[src/rtl/issue_sched_pkg.sv]
// Shared types and defaults for the issue scheduler and its writeback arbiter.
package issue_sched_pkg;

    typedef enum logic [1:0] {
        SchedRun   = 2'd0,
        SchedDrain = 2'd1,
        SchedFlush = 2'd2
    } sched_state_e;

    typedef enum logic [1:0] {
        WbSelAlu = 2'd0,
        WbSelLsu = 2'd1,
        WbSelMdu = 2'd2
    } wb_sel_e;

    localparam int unsigned MaxOutDefault = 4;

endpackage

[src/rtl/issue_sched_wb_rr_arb.sv]
// Two-requester round-robin arbiter (a = LSU, b = MDU) with a high-priority override (ALU).
module wb_rr_arb
    import issue_sched_pkg::*;
(
    input  logic       clk,
    input  logic       rst_n,
    input  logic       i_hp_req,
    input  logic       i_req_a,
    input  logic       i_req_b,
    output logic       o_gnt_hp,
    output logic       o_gnt_a,
    output logic       o_gnt_b,
    output logic [1:0] o_sel
);

    // Set when b holds priority for the next contested cycle.
    logic r_ptr_b;

    always_comb begin
        o_gnt_hp = i_hp_req;
        o_gnt_a  = ~i_hp_req & i_req_a & (~i_req_b | ~r_ptr_b);
        o_gnt_b  = ~i_hp_req & i_req_b & (~i_req_a | r_ptr_b);
        o_sel    = WbSelAlu;
        if (o_gnt_a) begin
            o_sel = WbSelLsu;
        end else if (o_gnt_b) begin
            o_sel = WbSelMdu;
        end
    end

    always_ff @(posedge clk) begin
        if (!rst_n) begin
            r_ptr_b <= 1'b0;
        end else if (o_gnt_a) begin
            r_ptr_b <= 1'b1;
        end else if (o_gnt_b) begin
            r_ptr_b <= 1'b0;
        end
    end

endmodule

[src/rtl/issue_sched.sv]
// ID->EX issue scheduler with long-latency scoreboard and regfile write-port arbitration.
// Optional stall performance counters are built when ISSUE_SCHED_PERF_EN is defined.
module issue_sched
    import issue_sched_pkg::*;
#(
    parameter int unsigned MAX_OUT = MaxOutDefault,
    parameter int unsigned CNT_W   = 4
) (
    input  logic        clk,
    input  logic        rst_n,
    input  logic        id_valid_i,
    input  logic [4:0]  id_rs1_idx_i,
    input  logic [4:0]  id_rs2_idx_i,
    input  logic [4:0]  id_rd_idx_i,
    input  logic        id_wben_i,
    input  logic        id_long_i,
    input  logic        id_fence_i,
    input  logic        ex_ready_i,
    input  logic        redirect_i,
    output logic        issue_o,
    output logic        stalln_pc_o,
    output logic        stalln_id_o,
    output logic        flush_id_o,
    input  logic        alu_wren_i,
    input  logic [4:0]  alu_rd_i,
    input  logic [63:0] alu_data_i,
    input  logic        lsu_wb_valid_i,
    output logic        lsu_wb_ready_o,
    input  logic [4:0]  lsu_rd_i,
    input  logic [63:0] lsu_data_i,
    input  logic        md_wb_valid_i,
    output logic        md_wb_ready_o,
    input  logic [4:0]  md_rd_i,
    input  logic [63:0] md_data_i,
    output logic        wb_wren_o,
    output logic [4:0]  wb_rdid_o,
    output logic [63:0] wb_data_o,
    output logic [31:0] perf_raw_o,
    output logic [31:0] perf_full_o,
    output logic [31:0] perf_drain_o
);

    sched_state_e     r_state, w_state_d;
    logic [31:1]      r_pend;
    logic [CNT_W-1:0] r_cnt, w_cnt_d;
    logic [31:0]      w_pend, w_pend_n;
    logic             w_hazard, w_full, w_cnt_nz;
    logic             w_set, w_clr;
    logic [4:0]       w_clr_idx;
    logic             w_gnt_alu, w_gnt_lsu, w_gnt_mdu;
    logic [1:0]       w_sel;

    assign w_pend   = {r_pend, 1'b0};
    assign w_cnt_nz = (r_cnt != '0);
    assign w_hazard = w_pend[id_rs1_idx_i] | w_pend[id_rs2_idx_i] |
                      (id_wben_i & w_pend[id_rd_idx_i]);
    assign w_full   = id_long_i & id_wben_i & (r_cnt == CNT_W'(MAX_OUT));

    always_comb begin
        w_state_d  = r_state;
        issue_o    = 1'b0;
        flush_id_o = 1'b0;
        case (r_state)
            SchedRun: begin
                issue_o = id_valid_i & ex_ready_i & ~w_hazard & ~w_full &
                          ~(id_fence_i & w_cnt_nz);
                if (id_fence_i & id_valid_i & w_cnt_nz) begin
                    w_state_d = SchedDrain;
                end
            end
            SchedDrain: begin
                if (!w_cnt_nz) begin
                    w_state_d = SchedRun;
                end
            end
            SchedFlush: w_state_d = SchedRun;
            default:    w_state_d = SchedRun;
        endcase
        // Redirect overrides drain and issue in every state.
        if (redirect_i) begin
            issue_o    = 1'b0;
            flush_id_o = 1'b1;
            w_state_d  = SchedFlush;
        end
    end

    assign stalln_pc_o = ~(id_valid_i & ~issue_o & ~redirect_i);
    assign stalln_id_o = stalln_pc_o;

    wb_rr_arb u_wb_rr_arb (
        .clk      (clk),
        .rst_n    (rst_n),
        .i_hp_req (alu_wren_i),
        .i_req_a  (lsu_wb_valid_i),
        .i_req_b  (md_wb_valid_i),
        .o_gnt_hp (w_gnt_alu),
        .o_gnt_a  (w_gnt_lsu),
        .o_gnt_b  (w_gnt_mdu),
        .o_sel    (w_sel)
    );

    assign lsu_wb_ready_o = w_gnt_lsu;
    assign md_wb_ready_o  = w_gnt_mdu;
    assign wb_wren_o      = w_gnt_alu | w_gnt_lsu | w_gnt_mdu;

    always_comb begin
        wb_rdid_o = alu_rd_i;
        wb_data_o = alu_data_i;
        case (w_sel)
            WbSelLsu: begin
                wb_rdid_o = lsu_rd_i;
                wb_data_o = lsu_data_i;
            end
            WbSelMdu: begin
                wb_rdid_o = md_rd_i;
                wb_data_o = md_data_i;
            end
            default: ;
        endcase
    end

    // A grant for an index that is not pending (e.g. issued before reset) leaves state alone.
    assign w_set     = issue_o & id_long_i & id_wben_i & (id_rd_idx_i != 5'd0);
    assign w_clr_idx = w_gnt_mdu ? md_rd_i : lsu_rd_i;
    assign w_clr     = (w_gnt_lsu | w_gnt_mdu) & w_pend[w_clr_idx];

    always_comb begin
        w_pend_n = w_pend;
        if (w_clr) begin
            w_pend_n[w_clr_idx] = 1'b0;
        end
        if (w_set) begin
            w_pend_n[id_rd_idx_i] = 1'b1;
        end
        w_cnt_d = r_cnt + CNT_W'(w_set) - CNT_W'(w_clr);
    end

    always_ff @(posedge clk) begin
        if (!rst_n) begin
            r_state <= SchedRun;
            r_pend  <= '0;
            r_cnt   <= '0;
        end else begin
            r_state <= w_state_d;
            r_pend  <= w_pend_n[31:1];
            r_cnt   <= w_cnt_d;
        end
    end

`ifdef ISSUE_SCHED_PERF_EN
    logic [31:0] r_perf_raw, r_perf_full, r_perf_drain;
    logic        w_raw_ev, w_full_ev, w_drain_ev;

    assign w_raw_ev   = id_valid_i & w_hazard & (r_state == SchedRun);
    assign w_full_ev  = id_valid_i & w_full & (r_state == SchedRun);
    assign w_drain_ev = (r_state == SchedDrain);

    always_ff @(posedge clk) begin
        if (!rst_n) begin
            r_perf_raw   <= '0;
            r_perf_full  <= '0;
            r_perf_drain <= '0;
        end else begin
            if (w_raw_ev && r_perf_raw != '1) r_perf_raw <= r_perf_raw + 32'd1;
            if (w_full_ev && r_perf_full != '1) r_perf_full <= r_perf_full + 32'd1;
            if (w_drain_ev && r_perf_drain != '1) r_perf_drain <= r_perf_drain + 32'd1;
        end
    end

    assign perf_raw_o   = r_perf_raw;
    assign perf_full_o  = r_perf_full;
    assign perf_drain_o = r_perf_drain;
`else
    assign perf_raw_o   = '0;
    assign perf_full_o  = '0;
    assign perf_drain_o = '0;
`endif

endmodule

[config.mk]
export PLATFORM = sky130hd
export DESIGN_NAME = issue_sched
export DESIGN_NICKNAME = d
export VERILOG_FILES = /design/src/rtl/issue_sched_pkg.sv /design/src/rtl/issue_sched_wb_rr_arb.sv /design/src/rtl/issue_sched.sv
export SDC_FILE = /design/constraint.sdc
export NUM_CORES = 1
export LEC_CHECK = 0
export ABC_AREA = 1
export ABC_CLOCK_PERIOD_IN_PS = 3900
export CORE_AREA = 2 2 157 159
export CTS_CLUSTER_SIZE = 40
export DETAILED_ROUTE_END_ITERATION = 16
export DIE_AREA = 0 0 159 161
export PLACE_DENSITY = 0.58
export SLEW_MARGIN = 5
export SYNTH_ARGS = -nofsm -noshare
export SYNTH_HDL_FRONTEND = slang
export SYNTH_SLANG_ARGS = --single-unit
[constraint.sdc]
create_clock -name clk -period 3.9 [get_ports clk]
set_input_delay 0.975 -clock clk [delete_from_list [all_inputs] [get_ports clk]]
set_output_delay 0.975 -clock clk [all_outputs]
set_load 0.05 [all_outputs]
==> flow_summary_export.csv <==
group,metric,value,unit
routing,drc,0,
floorplanning,rows,57,
floorplanning,dieWidth,159,um
worst_setup_path,crit_path_max_incr_delay,0.50,ns
floorplanning,initial_utilization,24.2,%
sta,fmax,262,MHz
clocking,clkLatencyLatePin,0.28,ns
synthesis,synthDistinctLibCells,35,
floorplanning,die_h,161,um
clocking,cts_tree,"yes",
floorplanning,dieArea,25600,um2
worst_setup_path,cp-start-kind,"input pin",
synthesis,netlist.area_leader.share,26.6,%
hold_path,worstHoldEndpoint,"r_pend[12]",
worst_setup_path,slowest_stage,"clkdlybuf4s50_1",
floorplanning,ioPinCount,405,
sta,worstMarginPinSlew,0.511,ns
floorplanning,core_area,24000,um2
synthesis,synthArstFlopShare,0,%
sta,slew_headroom,65.9,%
global_route,grt_usage,22.3,%
synthesis,synth_area,5800,um2
outcome,status,"finished, final reports clean",
synthesis,synthTopCellsByArea,"nand2_1, buf_4, dfxtp_1",
synthesis,syn_inst,1071,
synthesis,yosysTopAreaCell,"nand2_1",
routing,antenna_left,0,
worst_setup_path,crit_type,"in2out",
sta,fin_skew,0.00602,ns
sta,hold_violations,0,
finish,final_layout_size_suffix_gt1_share,13.8,%
routing,dr_total_vias,7903,
routing,avgViaCountPerCell,4.62,
worst_setup_path,rr_worst_depth,21,
routing,drt_iter0_drc,573,
global_route,grt_pass1_wl,44100,um
placed_design,numPortBuffers,308,
power_and_ir_drop,power.density,259,nW/um2
clocking,htree_levels,2,
finish,finalNetCount,1624,
synthesis,synth-edff-count,0,
worst_setup_path,r2r_start,"u_wb_rr_arb.r_ptr_b",
synthesis,synth-main-ff-cell,"dfxtp_1",
worst_setup_path,r2r_setup_slack,1.08,ns
global_route,grt_pass1_vias,7356,
synthesis,ys.warnings.count,0,
power_and_ir_drop,leakage,4.61,nW
power_and_ir_drop,max-vdd-ir-drop,0.133,mV
clocking,clk_path_buf_depth,2,
global_route,grt_max_degree,70,
synthesis,synth_seq_cells,38,
finish,final_util,42.7,%
placed_design,gp_congestion,0.943,
placed_design,dp_cells,1698,
finish,n_fill_cell,2528,
sta,period_share,97.9,%
run,maxCapViolations,0,
hold_path,hp-start,"r_pend[12]",
global_route,antenna_found_initial,3,
worst_setup_path,r2r-end,"r_cnt[3]",
worst_setup_path,crit_path_frequent_cell,"buf_12",
clocking,hold_buffers,0,
routing,routedWlPerCell,17.7,um
routing,dr.pass1.iters,5,
sta,period_minus_slack,3.82,ns
clocking,path_clk_slew,0.06,ns
hold_path,hp-class,"reg2reg",
clocking,root_buffer,"clkbuf_16",
worst_setup_path,path_max_fanout,30,
clocking,cts_buffers,5,
placed_design,dp_hpwl,24400,um
synthesis,synth_most_common_cell,"nand2_1",
sta,maxSlewViolCount,0,
synthesis,synth_common_cells,"nand2_1, nand3_1, buf_4",
finish,syn2layout_area_growth,76.3,%
routing,wirelength,30200,um
synthesis,syn_avg_cell_area,5.42,um2
synthesis,ys_seq_area_share,13.1,%
worst_setup_path,cp_data_arrival_time,2.84,ns
power_and_ir_drop,finalPower,2.65,mW
global_route,grt_overflow,0,
worst_setup_path,crit_path_end_kind,"output pin",
worst_setup_path,path_cells,"clkdlybuf4s50_1 > nand2_2 > nand2_8 > inv_6 > buf_4 > nor2_4 > buf_12 > nand2_1 > nand3_1 > buf_12",
finish,stdcell_count,1711,
finish,multi_input_area,4120,um2
clocking,cts_sinks,38,
sta,setup_viol,0,
worst_setup_path,required,2.92,ns
hold_path,min_path_cells,2,
finish,seq_area,761,um2
-- worst max-delay path by stage --
stage | cells after the start | end | from | slack, ns
2_1_floorplan | 11 | stalln_pc_o | id_rs1_idx_i[0] | 0.37
3_3_place_gp | 20 | r_cnt[2] | md_wb_valid_i | -0.12
3_5_place_dp | 22 | r_cnt[3] | md_wb_valid_i | -0.20
4_1_cts | 14 | stalln_id_o | id_rd_idx_i[1] | 0.008
5_1_grt | 22 | r_cnt[3] | md_wb_valid_i | -0.02
6_report | 10 | wb_data_o[24] | lsu_wb_valid_i | 0.08
-- cell families after synthesis --
| family | synth area share (%) |
|---|---|
| and+or+nand+nor | 53.4 |
| buffers and inverters | 24.1 |
| AOI/OAI and AO/OA | 7.57 |
| DFF | 13.1 |
| adders and majority gates | 1.64 |
| xor gates and xnor gates | 0.151 |
| other | 0.0646 |
-- worst max-delay path, delay by kind of cell --
| family | cells | cell delay [ns] |
|---|---|---|
| buffers and inverters | 5 | 1.10 |
| AND/OR/NAND/NOR | 5 | 0.75 |
-- state kept, by name (all words and copies together) (netlist names) --
register             flops
u_wb_rr_arb.r_ptr_b      1
r_state                  2
r_pend                  31
r_cnt                    4
-- routing by layer --
layer  vias up  global-route usage (%)  part of all wire [%]
met5         -                       0                 0.036
met4         2                    5.74                   2.0
met3        36                    5.42                   8.7
met2       386                    38.9                    48
met1      3592                    27.7                    41
li1       3887                       -                     -
-- stage by stage --
| stage | setup slack [ns] | TNS (ns) | area, um2 | hold slack [ns] |
|---|---|---|---|---|
| 5_1_grt | -0.0184 | -0.0274 | 10200 | 0.472 |
| 3_5_place_dp | -0.201 | -0.609 | 9820 | 0.456 |
| 6_report | 0.0819 | 0 | 10200 | 0.464 |
| 2_1_floorplan | 0.375 | 0 | 6160 | 0.440 |
| 4_1_cts | 0.00812 | 0 | 10100 | 0.464 |
| 3_3_place_gp | -0.121 | -0.418 | 9820 | 0.450 |
-- power by group --
| group | internal, mW | switching, mW | leakage [nW] |
|---|---|---|---|
| clock network | 0.384 | 0.165 | 0.0971 |
| registers | 0.403 | 0.00698 | 0.307 |
| logic | 0.692 | 1.00 | 4.20 |
| total | 1.48 | 1.17 | 4.61 |
-- final cells by class --
class | instances | area share, %
Antenna cell | 2 | 0.0489
Clock inverter | 2 | 0.587
Inverter | 88 | 3.30
Timing Repair Buffer | 364 | 43.0
Tap cell | 324 | 3.96
Multi-Input combinational cell | 887 | 40.3
Sequential cell | 38 | 7.44
Clock buffer | 6 | 1.36
-- layout by cell type (no fill, tap or decap), types with 10 or more instances in the layout --
cell type	netlist	routed
o211ai_1	16	16
nand3_1	126	123
nand4_1	63	63
a21oi_1	42	42
nor2_4	3	10
clkdlybuf4s50_1	0	224
conb_1	1	96
buf_12	0	82
buf_4	103	47
nor2_1	78	72
inv_1	75	73
dfxtp_1	38	38
nand2_1	411	409
inv_2	10	12
-- repair_timing --
action | in CTS | in global routing
setup buffers | 0 | 1
cloned | 1 | 1
endpoints found under the setup margin | 2 | 11
gates resized for setup | 14 | 26
pin swaps | 0 | 2
endpoints found under the hold margin | 0 | 0
No activity file was read; power rests on OpenSTA's default activity.
